--- config.mk ---
export PLATFORM = sky130hd
export DESIGN_NAME = addr_led_latch_flat
export DESIGN_NICKNAME = d
export VERILOG_FILES = /design/src/rtl/addr_led_latch_pkg.sv /design/src/rtl/addr_led_latch_if.sv /design/src/rtl/addr_led_latch_btn_sync.sv /design/src/rtl/addr_led_latch.sv /design/src/flat_wrapper.sv
export SDC_FILE = /design/constraint.sdc
export NUM_CORES = 1
export LEC_CHECK = 0
export ABC_CLOCK_PERIOD_IN_PS = 2750
export BUFFER_PORTS_ARGS = -buffer_cell sky130_fd_sc_hd__buf_2
export CAP_MARGIN = 10
export CORE_ASPECT_RATIO = 1.25
export CORE_UTILIZATION = 30
export DETAILED_ROUTE_END_ITERATION = 10
export GPL_ROUTABILITY_DRIVEN = 1
export GPL_TIMING_DRIVEN = 0
export MAX_ROUTING_LAYER = met4
export PLACE_DENSITY = 0.55
export SETUP_SLACK_MARGIN = 0.3
export SYNTH_ARGS = -nofsm -noshare
export SYNTH_HDL_FRONTEND = slang
export SYNTH_SLANG_ARGS = --single-unit
export TNS_END_PERCENT = 30
--- constraint.sdc ---
create_clock -name clk -period 2.75 [get_ports clk]
set_input_delay 0.55 -clock clk [delete_from_list [all_inputs] [get_ports clk]]
set_output_delay 0.55 -clock clk [all_outputs]
set_load 0.1 [all_outputs]
--- src/rtl/addr_led_latch_pkg.sv ---
// -----------------------------------------------------------------------------
// addr_led_latch_pkg
//   Shared definitions for the addressed LED latch: the write-button FSM
//   state encoding and the default debounce length.
// -----------------------------------------------------------------------------
package addr_led_latch_pkg;

   // Write-button debounce FSM.
   typedef enum logic [1:0] {
      IDLE  = 2'd0,   // button released, waiting for a press
      PRESS = 2'd1,   // press seen, debouncing before commit
      HELD  = 2'd2,   // write committed, waiting for release
      REL   = 2'd3    // release seen, debouncing before re-arming
   } state_t;

   // 1 ms at 50 MHz.
   localparam int DB_CYCLES_DEFAULT = 50000;

endpackage

--- src/rtl/addr_led_latch_if.sv ---
// -----------------------------------------------------------------------------
// addr_led_latch_if
//   Board-side signal bundle of the addressed LED latch.
//   master : drives the switch/buttons, observes the LEDs (board/testbench)
//   slave  : the latch itself
//   din    : data switch
//   sel_n  : address buttons, active-low
//   wr_n   : write button, active-low, bouncy
//   q      : latched LED bits
//   wr_ack : one-cycle pulse after each commit
//   busy   : FSM not in IDLE
// -----------------------------------------------------------------------------
interface addr_led_latch_if #(
   parameter int SEL_W = 2,
   parameter int N_OUT = 4
);
   logic             din;
   logic [SEL_W-1:0] sel_n;
   logic             wr_n;
   logic [N_OUT-1:0] q;
   logic             wr_ack;
   logic             busy;

   modport master (output din, sel_n, wr_n, input  q, wr_ack, busy);
   modport slave  (input  din, sel_n, wr_n, output q, wr_ack, busy);
endinterface

--- src/rtl/addr_led_latch_btn_sync.sv ---
// -----------------------------------------------------------------------------
// btn_sync
//   Two-flop synchronizer for asynchronous board inputs.
//   clk   : destination clock
//   rst_n : asynchronous active-low reset; both flops load RST_VAL
//   d     : asynchronous input (W bits)
//   q     : synchronized output (W bits), two clk edges behind d
// -----------------------------------------------------------------------------
module btn_sync #(
   parameter int           W       = 1,
   parameter logic [W-1:0] RST_VAL = '0
) (
   input  logic         clk,
   input  logic         rst_n,
   input  logic [W-1:0] d,
   output logic [W-1:0] q
);

   logic [W-1:0] meta;

   // NOTE: non-blocking assignments so both stages sample on the same edge;
   // blocking here would collapse the chain into a single flop.
   always_ff @(posedge clk or negedge rst_n) begin
      if (!rst_n) begin
         meta <= RST_VAL;
         q    <= RST_VAL;
      end else begin
         meta <= d;
         q    <= meta;
      end
   end

endmodule

--- src/rtl/addr_led_latch.sv ---
// -----------------------------------------------------------------------------
// addr_led_latch
//   Writes one data switch into one of N_OUT LED bits, addressed by active-low
//   buttons, when an active-low write button is pressed and debounced.
//   clk   : system clock
//   rst_n : asynchronous active-low reset (discards any pending write)
//   bus   : addr_led_latch_if.slave (din, sel_n, wr_n in; q, wr_ack, busy out)
// -----------------------------------------------------------------------------
module addr_led_latch
   import addr_led_latch_pkg::*;
#(
   parameter int N_OUT     = 4,
   parameter int SEL_W     = 2,
   parameter int DB_CYCLES = DB_CYCLES_DEFAULT
) (
   input  logic              clk,
   input  logic              rst_n,
   addr_led_latch_if.slave   bus
);

   localparam int             CNT_W    = $clog2(DB_CYCLES);
   localparam logic [CNT_W-1:0] CNT_LAST = CNT_W'(DB_CYCLES - 1);

   logic             din_s;
   logic [SEL_W-1:0] sel_n_s;
   logic             wr_s;

   btn_sync #(.W(1), .RST_VAL(1'b0)) u_din_sync (
      .clk, .rst_n, .d(bus.din), .q(din_s)
   );

   btn_sync #(.W(SEL_W), .RST_VAL({SEL_W{1'b1}})) u_sel_sync (
      .clk, .rst_n, .d(bus.sel_n), .q(sel_n_s)
   );

   // Reset value 1 = button released, so reset never looks like a press.
   btn_sync #(.W(1), .RST_VAL(1'b1)) u_wr_sync (
      .clk, .rst_n, .d(bus.wr_n), .q(wr_s)
   );

   state_t           state, state_nx;
   logic [CNT_W-1:0] cnt, cnt_nx;
   logic [N_OUT-1:0] q_r, q_nx;
   logic             commit;
   logic             wr_ack_r, busy_r;
   logic [SEL_W-1:0] sel;

   assign sel = ~sel_n_s;

   // NOTE: every output of this block gets a default first, so no path
   // leaves a variable unassigned and no latch is inferred.
   always_comb begin
      state_nx = state;
      cnt_nx   = cnt;
      q_nx     = q_r;
      commit   = 1'b0;

      unique case (state)
         IDLE: begin
            if (!wr_s) begin
               state_nx = PRESS;
               cnt_nx   = '0;
            end
         end
         PRESS: begin
            // A single high sample during the press is treated as bounce.
            if (wr_s) begin
               state_nx = IDLE;
               cnt_nx   = '0;
            end else if (cnt == CNT_LAST) begin
               state_nx = HELD;
               cnt_nx   = '0;
               commit   = 1'b1;
            end else begin
               cnt_nx = cnt + CNT_W'(1);
            end
         end
         HELD: begin
            if (wr_s) begin
               state_nx = REL;
               cnt_nx   = '0;
            end
         end
         REL: begin
            if (!wr_s) begin
               state_nx = HELD;
               cnt_nx   = '0;
            end else if (cnt == CNT_LAST) begin
               state_nx = IDLE;
               cnt_nx   = '0;
            end else begin
               cnt_nx = cnt + CNT_W'(1);
            end
         end
         default: begin
            state_nx = IDLE;
            cnt_nx   = '0;
         end
      endcase

      // Addresses at or beyond N_OUT match no bit; the ack still pulses.
      for (int i = 0; i < N_OUT; i++) begin
         if (commit && (sel == SEL_W'(i))) q_nx[i] = din_s;
      end
   end

   always_ff @(posedge clk or negedge rst_n) begin
      if (!rst_n) begin
         state    <= IDLE;
         cnt      <= '0;
         q_r      <= '0;
         wr_ack_r <= 1'b0;
         busy_r   <= 1'b0;
      end else begin
         state    <= state_nx;
         cnt      <= cnt_nx;
         q_r      <= q_nx;
         wr_ack_r <= commit;
         busy_r   <= (state_nx != IDLE);
      end
   end

   assign bus.q      = q_r;
   assign bus.wr_ack = wr_ack_r;
   assign bus.busy   = busy_r;

endmodule
--- src/flat_wrapper.sv ---
// flat-port wrapper written by rule: the top's interface ports become plain ports
module addr_led_latch_flat import addr_led_latch_pkg::*;
#(
   parameter int N_OUT     = 4,
   parameter int SEL_W     = 2,
   parameter int DB_CYCLES = DB_CYCLES_DEFAULT
)
  (clk, rst_n, bus_din, bus_sel_n, bus_wr_n, bus_q, bus_wr_ack, bus_busy);
  addr_led_latch_if #(.SEL_W(SEL_W), .N_OUT(N_OUT)) bus_i ();
  input  logic clk;
  input  logic rst_n;
  input wire logic [$bits(bus_i.din)-1:0] bus_din;
  input wire logic [$bits(bus_i.sel_n)-1:0] bus_sel_n;
  input wire logic [$bits(bus_i.wr_n)-1:0] bus_wr_n;
  output wire logic [$bits(bus_i.q)-1:0] bus_q;
  output wire logic [$bits(bus_i.wr_ack)-1:0] bus_wr_ack;
  output wire logic [$bits(bus_i.busy)-1:0] bus_busy;
  assign bus_i.din = bus_din;
  assign bus_i.sel_n = bus_sel_n;
  assign bus_i.wr_n = bus_wr_n;
  assign bus_q = bus_i.q;
  assign bus_wr_ack = bus_i.wr_ack;
  assign bus_busy = bus_i.busy;
  addr_led_latch #(.N_OUT(N_OUT), .SEL_W(SEL_W), .DB_CYCLES(DB_CYCLES)) u_core (.clk(clk), .rst_n(rst_n), .bus(bus_i));
endmodule
# Word level (Yosys, flattened, before mapping)
# Cells that the tools add are included.
[op_classes]
reduce_logical = 8
eq_ne = 9
multipliers = 0
add_sub_neg = 1
muxes = 16
div_mod_pow = 0
bitwise = 1
magnitude_cmp = 0
n_shift = 0
[op_table]
columns = ["operator", "n"]
rows = [
  ["$mux W16", 5],
  ["$pmux W16 S4", 1],
  ["$add A16 B1 Y16 const B", 1],
  ["$eq A16 B16 Y1 const B", 1],
  ["$mux W2", 6],
  ["$eq A2 B2 Y1 const B", 4],
  ["$pmux W2 S4", 1],
  ["$eq A2 B1 Y1 const B", 2],
  ["$logic_and A1 B1 Y1", 4],
  ["$logic_not A2 Y1", 2],
  ["$ne A2 B2 Y1 const B", 2],
  ["$mux W1", 3],
  ["$not A2 Y2", 1],
  ["$reduce_and A2 Y1", 1],
  ["$reduce_bool A2 Y1", 1],
]
[word_totals]
ram_bits = 0
latchBits = 0
reg_bits = 32
memories = 0
rom_bits = 0
inputBits = 6
out_inout_bits = 6

# Logic depth before layout (Yosys ltp)
# Gate-level depths: netlist of run 1.
[depth]
depth_word = 5
depth_mapped = 7
mapped_depth_nobuf = 5

# Modules after synthesis
# From an unflattened synthesis of run 1, not the netlist that was laid out.
[hier_totals]
hier_cells = 153
area_unflattened_um2 = 1590.3
[by_module_without_submodules]
columns = ["module", "area_each_um2", "seq_area_each_um2", "instances", "cells_per_inst"]
rows = [
  ["addr_led_latch", 1382.6, 600.6, 1, 145],
  ["btn_sync (u_core.u_sel_sync)", 105.1, 105.1, 1, 4],
  ["btn_sync (u_core.u_wr_sync)", 52.6, 52.6, 1, 2],
  ["btn_sync (u_core.u_din_sync)", 50.0, 50.0, 1, 2],
]

# Worst setup path before layout of run 1
# No wires, ideal clock.
[synth_path]
path_kind = "flip-flop to flip-flop"
start = "register u_core.cnt[0]"
end = "register u_core.cnt[13]"
synth_period_minus_slack_ns = 1.841
path_stages_with_launch = 8
slack_ns = 0.909
arrival_ns = 1.759
setup_ns = 0.082
required_time_ns = 2.668
path_cell_list = "dfrtp_1 ha_1 and3_1 buf_6 and4_4 buf_2 or3_1 a31oi_1"
[synth_between]
elab_chain_cells = 4
elab_cells_between_ends = 6
classes_between = "1 x add/sub; 1 x eq/ne; 4 x mux"
[synth_lines]
columns = ["element", "line_no", "rtl"]
rows = [
  ["start: declaration", "addr_led_latch.sv:42", "logic [CNT_W-1:0] cnt, cnt_nx;"],
  ["start signal: assignment", "addr_led_latch.sv:116", "cnt <= cnt_nx;"],
  ["$add A16 B1 Y16 / $eq A16 B16 Y1 (equally long branches)", "n/a", ""],
  ["$mux W16 (*)", "addr_led_latch.sv:70, addr_led_latch.sv:88", ""],
  ["$mux W16, on equally long branches", "addr_led_latch.sv:85, addr_led_latch.sv:67", ""],
  ["$pmux W16 S4 (*)", "addr_led_latch.sv:58", "unique case (state)"],
]
# Every way passes the cells marked *; elsewhere a longest branch is shown, timed or not.
# A chain may end at the register's enable or synchronous reset.

# Worst setup path after layout of run 1
# Ends and elaborated chain as after synthesis.

==> results of run 1 <==
metal layers:
metal / track usage / wire length (µm)
met1: 0.172 / 1520
met2: 0.240 / 1770
met3: 0.0423 / 103
met4: 0.0696 / 115
met5: - / 0
synth_stat cells (2+ instances only):
master / n
dfrtp_1: 26
a31oi_1: 15
nand2_1: 8
dfstp_2: 6
inv_1: 6
nand3_1: 6
nand4_1: 6
o21ai_1: 5
a22o_1: 4
buf_6: 4
mux2_1: 4
nor2_1: 4
nor3_1: 4
nor4_1: 4
or3_1: 4
or4_1: 4
and3_1: 3
clkbuf_1: 3
o31ai_1: 3
and4_1: 2
and4bb_1: 2
nor2b_1: 2
xnor2_1: 2
metrics by stage:
step / setup slack, ns / util / total power [µW] / hold slack [ns]
detailed placement: 0.738 / 0.338 / 556 / 0.341
floorplan: 0.909 / - / 532 / 0.254
global route: 0.575 / 0.357 / 976 / 0.334
CTS: 0.726 / 0.357 / 943 / 0.332
global placement: 0.777 / 0.338 / 554 / 0.338
finish: 0.746 / 0.357 / 934 / 0.298
layout make-up:
cell class | count | area share
repair buffers | 11 | 0.0301
clock inverters | 2 | 0.00821
plain buffers | 9 | 0.0376
clock buffers | 6 | 0.0452
flip-flops and latches | 32 | 0.442
well taps | 62 | 0.0424
inverters | 6 | 0.0123
multi-input cells | 99 | 0.382
flip-flops by register name (all words and copies together) (netlist names):
signal	count
u_core.u_sel_sync.meta	2
u_core.u_sel_sync.q	2
u_core.bus.q	4
u_core.bus.busy	1
u_core.u_wr_sync.meta	1
u_core.u_wr_sync.q	1
u_core.cnt	16
u_core.u_din_sync.meta	1
u_core.state	2
u_core.bus.wr_ack	1
u_core.u_din_sync.q	1
critical path, delay by kind of cell (launching register included):
kind	cells	cell delay (ns)
AOI/OAI and AO/OA	1	0.18
adders and majority gates	1	0.25
buffers and inverters	2	0.31
DFF	1	0.42
and+or+nand+nor	3	0.76
power breakdown:
part           switching, µW  internal, µW  leakage [µW]
Sequential              7.48           484      0.000416
Combinational           36.8          17.5      0.000321
Clock                    186           202     0.0000434
cells in the final DEF, fill, tap and decap left out, types with 3 or more instances in the layout:
cell type  Yosys  routed
dfrtp_1       26      26
and3_1         3       3
clkbuf_8       0       6
buf_2          1      12
nand2_1        8       8
a31oi_1       15      15
mux2_1         4       4
o31ai_1        3       3
or4_1          4       4
nand3_1        6       6
nor3_1         4       4
nor4_1         4       4
nor2_1         4       4
dfstp_2        6       6
a22o_1         4       4
or3_1          4       4
inv_1          6       6
o21ai_1        5       5
nand4_1        6       6
buf_6          4       4
clkbuf_1       3       3
path summary, 6_finish.rpt:
check,startpoint,end,slack (ns)
max,u_core.cnt[0],u_core.cnt[13],0.75
min,rst_n,u_core.cnt[9],0.30
max reg2reg,u_core.cnt[0],u_core.cnt[13],0.75
min reg2reg,u_core.u_din_sync.meta,u_core.u_din_sync.q,0.35
max in group asynchronous,rst_n,u_core.cnt[14],2.00
min in group clk,u_core.u_din_sync.meta,u_core.u_din_sync.q,0.35
cell families after synthesis:
logic type	share of synthesized area
AOI/OAI and AO/OA	0.134
xor gates and xnor gates	0.0110
adders and majority gates	0.00783
buffers and inverters	0.0572
DFF	0.506
muxes	0.0352
and+or+nand+nor	0.249
==> run summary, run 1 <==
The count of endpoints failing setup in the final report is 0. The element type at the critical path end is a register. The post-route standard cell area excluding fillers came out at 0.00183 mm². Among all stages on the critical path, the largest delay is contributed by dfrtp_1. The clock reaches the later pin of the worst-skew pair after 0.29 ns.

Relative to the synthesized area, the layout overhead comes to 14.4%. The routed wire length per instance came out at 15.4 µm. The hold buffer count at cts is 0. For this design the static power due to leakage is 0.000780 µW. The number of antenna violations at the first check in global routing came out at 0. The worst supply voltage drop on vdd came out at 342 µV. The CTS buffer count came out at 5. The length in cells of the worst reg-to-reg path is 7.

The number of flip-flops and latches in the synthesized netlist came out at 32. The placeable core region is 0.00512 mm². The count of yosys warnings during synthesis came out at 0. The post-CTS clock slew at the launch and capture registers of the worst setup and hold paths is 0.07 ns.

After layout, the minimum clock period comes to 2.00 ns. The critical path start-end classification is reg -> reg. Sorting the synthesized cells by area gives the leading types as dfrtp_1 41%, dfstp_2 9.9%, a31oi_1 5.9%, buf_6 2.8%, mux2_1 2.8%. The distinct cell type count of the synthesized netlist is 42. The floorplan has 29 rows. The power per cell area is 511 mW/mm². The largest buffer count on any clock path came out at 2.

The class of the tightest hold or removal check is in -> async. The clock net in this run drives a total of 32 sinks. The total track usage is 0.151. The multi-input gate area in the final layout came out at 698 µm². The critical path goes through ha_1 > and3_1 > buf_6 > and4_4 > buf_2 > or3_1 > a31oi_1. The fraction of layout instances using a drive strength above 1 came out at 0.236.

Setup repair after global routing left no endpoint under its margin. The final setup TNS is 0 ns. The share of the synthesized area in the top cell type is 0.407.

The largest stage delay on the critical path is 0.42 ns. In this run the vertical extent of the chip is 83.6 µm. The detailed-route via count came out at 1257.

From left edge to right edge, the die measures 67.3 µm. The number of pins with negative max-slew slack in the final report is 0. The top-level port count came out at 12. The share of the yosys chip area belonging to registers came out at 0.506. At the pin with the least slew margin, the transition time is 0.698 ns. The biggest area contributor in the post-synthesis netlist is dfrtp_1.

The number of global-route vias before repair came out at 1343. The run finished with clean final reports. The highest clock frequency the design can meet is 499 MHz. The number of hold violations in the final report is 0.

Between clock sinks in the finished design, the worst skew comes to 0.00469 ns. The placed cell area came out at 0.00173 mm². For this configuration, the core starts out at a cell density of 0.312.

The count of buffers inserted at the top-level ports came out at 11. Of all flip-flops after synthesis, the portion carrying an async set or reset was 1.00. The max-capacitance violation count came out at 0. TritonCTS built the clock tree. The cell count after synthesis came out at 146. Of all nets on the critical path, the largest fanout is 10. The remaining number of nets flagged by the antenna check after routing is 0. The synthesized area per cell came out at 10.9 µm². STA classifies the critical path startpoint as a register. The total number of nets in the final design is 171. The total wirelength of the detailed-routed design is 3510 µm. The ratio of final minimum period to clock period came out at 0.729.

The post-synth net total came out at 153. The number of DRC violations after detailed-routing iteration 0 is 23. The post-route non-filler standard cell count is 227.

The weighted congestion at the end of routability-driven global placement came out at 0.872. The number of optimization iterations in the first detailed-route pass came out at 4. The sequential cell area came out at 808 µm².

The leftover overflow at the end of global routing is 0. After filler insertion, the fill cell instance count of the layout stands at 501. The number of gates resized after cts is 0. The worst pin sits at a relative slew slack of 0.535. The pin count of the biggest net entering global routing came out at 33. The predominant post-synthesis flop cell is dfrtp_1. CTS built an H-tree with a depth of 2. The number of setup buffers added after CTS is 0. At the worst endpoint, the required time is 2.96 ns. The cell total after placement is 219. The signal arrival time at the worst endpoint is 2.21 ns.

The cell chosen for the clock root is clkbuf_8. The HPWL reported at the end of detailed placement is 2460 µm. The die area is 0.00562 mm².

The first-pass GRT wire length came out at 6160 µm. The cell area that synthesis handed to floorplanning was 0.00160 mm². The total inserted antenna cells is 0. The number of synthesized flops with an enable pin is 0. After detailed routing, the number of vias per cell comes to 5.54. The detailed-route DRC error count is 0.
No activity file was read; power rests on OpenSTA's default activity.
==> inputs of run 2 (changes only) <==
--- a/config.mk
+++ b/config.mk
@@ -5,7 +5,7 @@
 export SDC_FILE = /design/constraint.sdc
 export NUM_CORES = 1
 export LEC_CHECK = 0
-export ABC_CLOCK_PERIOD_IN_PS = 2750
+export ABC_CLOCK_PERIOD_IN_PS = 1950
 export BUFFER_PORTS_ARGS = -buffer_cell sky130_fd_sc_hd__buf_2
 export CAP_MARGIN = 10
 export CORE_ASPECT_RATIO = 1.25
==> constraint.sdc (replaced) <==
create_clock -name clk -period 1.95 [get_ports clk]
set_input_delay 0.39 -clock clk [delete_from_list [all_inputs] [get_ports clk]]
set_output_delay 0.39 -clock clk [all_outputs]
set_load 0.1 [all_outputs]
==> run summary, run 2 (synthesis gave the netlist of run 1 again) <==
The static leakage power was 0.000847 µW (was 0.000780 µW). Highest-count cells in the layout ignoring fill and taps: 22 x dfrtp_1, 14 x a31oi_1, 11 x buf_2, 10 x buf_4, 8 x nand2_1 (was 26 x dfrtp_1, 15 x a31oi_1, 12 x buf_2, 8 x nand2_1). The largest stage delay on the critical path came out at 0.47 ns (was 0.42 ns). The count of endpoints failing setup in the final report is 0 (unchanged).

The HPWL reported at the end of detailed placement is 2530 µm (was 2460 µm). The worst-case hold slack came out at 0.149 ns (was 0.298 ns). The time the final worst path needs with I/O delays and setup is 1.84 ns (was 2.00 ns). The internal power component is 1000 µW (was 704 µW). The largest fanout on the critical path came out at 6 (was 10). The CTS H-tree depth is 2 (unchanged). The critical path data required time came out at 2.12 ns (was 2.96 ns). The top-level port count was 12 (unchanged).

The max-slew headroom at the worst pin is 0.533 (was 0.535). The count of buffers inserted at the top-level ports came out at 11 (unchanged). The cell type of the slowest stage on the worst timing path was dfrtp_1 (unchanged). The height of the die is 83.6 µm (unchanged). The mean number of vias per cell came out at 5.55 (was 5.54).

The worst path setup slack after routing came out at 0.109 ns (was 0.746 ns). The horizontal die dimension came out at 67.3 µm (unchanged). The most common library cell in the layout ignoring fill and taps was dfrtp_1 (unchanged). The area growth from synthesis to final layout is 25.3% (was 14.4%). The number of global-route vias before repair is 1378 (was 1343).

The pin count of the biggest net entering global routing came out at 33 (unchanged). The clock sink count is 32 (unchanged). The net load switching power is 330 µW (was 230 µW). The placed cell area came out at 0.00174 mm² (was 0.00173 mm²). The total inserted antenna cells is 0 (unchanged). The number of antenna violations at the first check in global routing is 0 (unchanged). The top register by number of flip-flops is u_core.cnt (unchanged). The clock share of power came to 0.412 (was 0.416). The max-capacitance violation count came out at 0 (unchanged). The highest clock frequency the design can meet came to 543 MHz (was 499 MHz). The switching share of total power came out at 0.248 (was 0.246).

The total wirelength of the detailed-routed design came out at 3740 µm (was 3510 µm). The final setup skew is 0.0111 ns (was 0.00469 ns). The number of optimization iterations in the first detailed-route pass came to 4 (unchanged). The placeable core region came out at 0.00512 mm² (unchanged). The TritonCTS clock tree is built (unchanged). The proportion of power drawn by flip-flops and latches is 0.521 (was 0.526). The placement row count came to 29 (unchanged). The worst supply voltage drop on vdd came out at 477 µV (was 342 µV). The total number of nets in the final design is 182 (was 171).

The post-CTS clock slew at the launch and capture registers of the worst setup and hold paths is 0.08 ns (was 0.07 ns). The post-layout total power is 1330 µW (was 934 µW). The CTS buffer count came to 5 (unchanged). The start point of the critical path was u_core.cnt[12] (was u_core.cnt[0]). The signal arrival time at the worst endpoint was 2.01 ns (was 2.21 ns). The slew at the pin with the worst max-slew slack came out at 0.701 ns (was 0.698 ns).

The leftover overflow at the end of global routing came out at 0 (unchanged). The element type at the critical path end is a register (unchanged). The combinational group share of total power came out at 0.068 (was 0.058).

The power per cell area came out at 665 mW/mm² (was 511 mW/mm²). The worst setup slack before clock tree synthesis came out at -0.0110 ns (was 0.738 ns). The remaining number of nets flagged by the antenna check after routing came out at 0 (unchanged). The ratio of final minimum period to clock period came to 0.944 (was 0.729). The routed wire length per instance came out at 15.7 µm (was 15.4 µm). The number of pins with negative max-slew slack in the final report came out at 0 (unchanged). The number of fillers in the final layout is 493 (was 501).

The number of flip-flops under the largest register name came out at 16 (unchanged). The source-to-sink clock delay at the later pin of the worst-skew pair was 0.29 ns (about the same). The die area is 0.00562 mm² (unchanged). The critical path start-end classification is reg -> reg (unchanged). Unrepaired setup endpoints after global routing: yes (was no). The post-route standard cell area excluding fillers is 0.00200 mm² (was 0.00183 mm²). The largest buffer count on any clock path is 2 (unchanged). The number of hold violations in the final report came out at 0 (unchanged). The class of the tightest hold or removal check was in -> async (unchanged). The final cell utilization of the core was 0.391 (was 0.357). The number of DRC violations after detailed-routing iteration 0 came out at 36 (was 23). The detailed-route DRC error count was 0 (unchanged). The type of element launching the critical path is a register (unchanged). Top Registers: u_core.cnt x16, u_core.bus.q x4 (unchanged). Critical path, cell by cell: and4bb_2 > and4_4 > buf_6 > nand4_1 > mux2_4 (was ha_1 > and3_1 > buf_6 > and4_4 > buf_2 > or3_1 > a31oi_1). The hold buffer count at cts is 0 (unchanged).

The total track usage was 0.148 (was 0.151). The fraction of layout instances using a drive strength above 1 is 0.364 (was 0.236). The detailed-route via count is 1322 (was 1257). The cell chosen for the clock root is clkbuf_8 (unchanged). The first-pass GRT wire length was 6130 µm (was 6160 µm). The effective utilization at floorplan is 0.312 (unchanged).

The weighted congestion at the end of routability-driven global placement came out at 0.861 (was 0.872). Outcome: finished, final reports clean (unchanged). The origin of the critical flop-to-flop path is u_core.cnt[12] (was u_core.cnt[0]).
==> run 2: cell types whose count changed in the layout (fill, tap and decap cells not counted), moves of 2 or more <==
cell      delta
buf_4       +10
buf_6        +3
dfrtp_1      -4
dfrtp_2      +4
clkbuf_1     -2
==> run 2: per-stage QoR <==
step / TNS (ns) / cells
5_1_grt: 0 / 238
3_3_place_gp: 0 / 219
4_1_cts: 0 / 234
3_5_place_dp: -0.0110 / 219
6_report: 0 / 238
2_1_floorplan: 0 / 146
==> run 2: worst max-delay path, delay by kind of cell, from the launching register on <==
family                 cells  cell delay, ns
buffers and inverters      1            0.13
multiplexers               1            0.34
AND/OR/NAND/NOR            3            0.78
flip-flops                 1            0.47
==> run 2: worst paths after layout <==
check	endpoint	slack, ns	depth (start not counted)
min reg2reg	u_core.u_din_sync.q	0.35	0
max reg2reg	u_core.bus.q[2]	0.11	5
max	u_core.bus.q[2]	0.11	5
min	u_core.cnt[4]	0.15	1
min in group clk	u_core.u_sel_sync.meta[0]	0.20	1
max in group asynchronous	u_core.cnt[10]	1.31	1
==> run 2: cell type report <==
type | count | area [µm²] | area share
sequential | 32 | 813 | 0.406
multi-input combinational | 99 | 766 | 0.382
timing repair buffer | 22 | 141 | 0.0706
buffer | 9 | 83.8 | 0.0419
clock buffer | 6 | 82.6 | 0.0413
tap | 62 | 77.6 | 0.0388
inverter | 6 | 22.5 | 0.0113
clock inverter | 2 | 15.0 | 0.00750
==> run 2: per-layer routing <==
metal,track usage,vias up,wire [µm]
li1,-,620,-
met2,0.252,40,1940
met5,-,-,0
met3,0.0355,12,141
met4,0.0580,0,104
met1,0.161,650,1550
==> run 2: power groups by stage <==
stage / combinational, µW / clock [µW] / sequential, µW
3_5_place_dp: 78.5 / 0 / 706
3_3_place_gp: 77.0 / 0 / 705
6_report: 90.0 / 548 / 693
5_1_grt: 100 / 580 / 694
2_1_floorplan: 40.1 / 0 / 711
4_1_cts: 88.5 / 555 / 693
==> run 2: what timing repair did <==
item                                    CTS  global route
setup buffers                             6             4
cloned                                    1             0
endpoints found under the hold margin     0             0
resized for setup                        12             8
endpoints found under the setup margin   23            23
pin swaps                                 5             5
==> inputs of run 3 (changes only) <==
--- a/config.mk
+++ b/config.mk
@@ -6,7 +6,7 @@
 export NUM_CORES = 1
 export LEC_CHECK = 0
 export ABC_CLOCK_PERIOD_IN_PS = 1950
-export BUFFER_PORTS_ARGS = -buffer_cell sky130_fd_sc_hd__buf_2
+export BUFFER_PORTS_ARGS = -buffer_cell sky130_fd_sc_hd__buf_4
 export CAP_MARGIN = 10
 export CORE_ASPECT_RATIO = 1.25
 export CORE_UTILIZATION = 30
==> run summary, run 3 (synthesis gave the netlist of run 1 again) <==
The hold buffer count at cts is 0 (unchanged). The detailed-route DRC error count is 0 (unchanged). The top register by number of flip-flops is u_core.cnt (unchanged). The TritonCTS clock tree was built (unchanged). The final setup TNS was 0 ns (unchanged). The source-to-sink clock delay at the later pin of the worst-skew pair was 0.28 ns (was 0.29 ns). The cell chosen for the clock root is clkbuf_8 (unchanged). Highest-count cells in the layout ignoring fill and taps: 29 x buf_4, 21 x dfrtp_1, 15 x a31oi_1, 8 x clkbuf_8, 8 x nand2_1 (was 22 x dfrtp_1, 14 x a31oi_1, 11 x buf_2, 10 x buf_4, 8 x nand2_1). The placement row count is 29 (unchanged). Unrepaired setup endpoints after global routing: yes (unchanged). The static leakage power came out at 0.000917 µW (was 0.000847 µW).

The first-pass GRT wire length came to 6390 µm (was 6130 µm). The total number of nets in the final design came out at 190 (was 182). The height of the die came out at 83.6 µm (unchanged). The number of hold violations in the final report came out at 0 (unchanged). The number of pins with negative max-slew slack in the final report is 0 (unchanged). The CTS H-tree depth is 2 (unchanged). The routed wire length per instance is 15.6 µm (was 15.7 µm). Outcome: finished, final reports clean (unchanged). The total inserted antenna cells came to 0 (unchanged). The leftover overflow at the end of global routing came to 0 (unchanged). The number of flip-flops under the largest register name came out at 16 (unchanged).

The class of the tightest hold or removal check was in -> async (unchanged). The number of fillers in the final layout was 485 (was 493). The area growth from synthesis to final layout came to 32.3% (was 25.3%). The number of antenna violations at the first check in global routing is 0 (unchanged). The effective utilization at floorplan came out at 0.312 (unchanged). The top-level port count is 12 (unchanged).

The horizontal die dimension is 67.3 µm (unchanged). The max-slew headroom at the worst pin is 0.552 (was 0.533). The element type at the critical path end is a register (unchanged). The critical path data required time came out at 2.11 ns (was 2.12 ns). The weighted congestion at the end of routability-driven global placement is 0.876 (was 0.861).

The largest fanout on the critical path came to 7 (was 6). The slew at the pin with the worst max-slew slack came out at 0.670 ns (was 0.701 ns). The post-CTS clock slew at the launch and capture registers of the worst setup and hold paths came out at 0.06 ns (was 0.08 ns). The placed cell area came out at 0.00177 mm² (was 0.00174 mm²). The total wirelength of the detailed-routed design is 3850 µm (was 3740 µm).

The die area is 0.00562 mm² (unchanged). The worst supply voltage drop on vdd came out at 420 µV (was 477 µV). The time the final worst path needs with I/O delays and setup came out at 1.80 ns (was 1.84 ns). The max-capacitance violation count came out at 0 (unchanged). The CTS buffer count was 5 (unchanged). The critical path start-end classification is reg -> reg (unchanged). The largest buffer count on any clock path came out at 2 (unchanged). The detailed-route via count came to 1339 (was 1322).

The power per cell area came out at 700 mW/mm² (was 665 mW/mm²). The HPWL reported at the end of detailed placement is 2450 µm (was 2530 µm). The number of optimization iterations in the first detailed-route pass came to 4 (unchanged). The post-layout total power is 1480 µW (was 1330 µW). The count of endpoints failing setup in the final report came to 0 (unchanged). The type of element launching the critical path is a register (unchanged). The signal arrival time at the worst endpoint came out at 1.96 ns (was 2.01 ns). The final setup skew was 0.00896 ns (was 0.0111 ns). The remaining number of nets flagged by the antenna check after routing is 0 (unchanged). The fraction of layout instances using a drive strength above 1 was 0.402 (was 0.364). Top Registers: u_core.cnt x16, u_core.bus.q x4 (unchanged). The clock sink count is 32 (unchanged).

The placeable core region is 0.00512 mm² (unchanged). The most common library cell in the layout ignoring fill and taps was buf_4 (was dfrtp_1). The number of DRC violations after detailed-routing iteration 0 is 45 (was 36). The count of buffers inserted at the top-level ports came to 11 (unchanged).

The highest clock frequency the design can meet is 556 MHz (was 543 MHz). The ratio of final minimum period to clock period came out at 0.922 (was 0.944). The post-route standard cell area excluding fillers is 0.00211 mm² (was 0.00200 mm²).

The number of global-route vias before repair came out at 1370 (was 1378). The pin count of the biggest net entering global routing came out at 33 (unchanged). The total track usage is 0.153 (was 0.148). The mean number of vias per cell is 5.44 (was 5.55).
-- run 3: power breakdown --
part / leakage [µW] / internal, µW / total (µW) / switching, µW
combinational: 0.000445 / 38.2 / 95.0 / 56.8
sequential: 0.000407 / 683 / 693 / 9.93
clock: 0.0000645 / 451 / 692 / 241
total: 0.000917 / 1170 / 1480 / 308
-- run 3: path summary, 6_finish.rpt --
check,to,startpoint,slack (ns),cells after the start
worst min-delay path,u_core.cnt[4],rst_n,0.03,1
min in group clk,u_core.u_wr_sync.meta,bus_wr_n,0.22,1
worst max register to register,u_core.bus.q[2],u_core.cnt[1],0.15,7
worst min register to register,u_core.u_sel_sync.q[1],u_core.u_sel_sync.meta[1],0.36,0
max in group asynchronous,u_core.u_wr_sync.meta,rst_n,1.59,1
worst max-delay path,u_core.bus.q[2],u_core.cnt[1],0.15,7
-- run 3: cell type report --
cell class / instances / area, µm² / share of cell area
clock buffers: 7 / 96.3 / 0.0456
inverters: 6 / 22.5 / 0.0107
repair buffers: 30 / 229 / 0.108
flip-flops and latches: 32 / 815 / 0.385
well taps: 62 / 77.6 / 0.0367
multi-input cells: 99 / 753 / 0.356
clock inverters: 1 / 30.0 / 0.0142
plain buffers: 9 / 90.1 / 0.0426
-- run 3: per-layer routing --
metal | global-route usage | share of wire | vias to the layer above
met4 | 0.0522 | 0.017 | 0
met5 | - | 0 | -
li1 | - | - | 633
met3 | 0.0369 | 0.037 | 7
met1 | 0.168 | 0.43 | 661
met2 | 0.262 | 0.52 | 38
-- run 3: through the flow --
step | cells | setup WS (ns) | hold WS [ns] | utilization
2_1_floorplan | 146 | 0.222 | 0.0944 | -
3_3_place_gp | 219 | 0.0749 | 0.337 | 0.346
3_5_place_dp | 219 | 0.0530 | 0.336 | 0.346
4_1_cts | 233 | 0.156 | 0.0483 | 0.387
5_1_grt | 246 | 0.0479 | 0.0652 | 0.413
6_report | 246 | 0.151 | 0.0305 | 0.413
-- run 3: worst max-delay path: stages (launching register included) --
cell and delay (ns):
dfrtp_1 0.35, ha_2 0.18, and3_4 0.18, buf_6 0.11, and4_4 0.28, buf_6 0.13, nand4_1 0.11, mux2_4 0.33
-- run 3: repair_timing --
item | in CTS | in global routing
resized for setup | 13 | 8
pin swaps | 7 | 8
endpoints found under the setup margin | 23 | 24
gates cloned | 1 | 0
setup buffers | 5 | 13
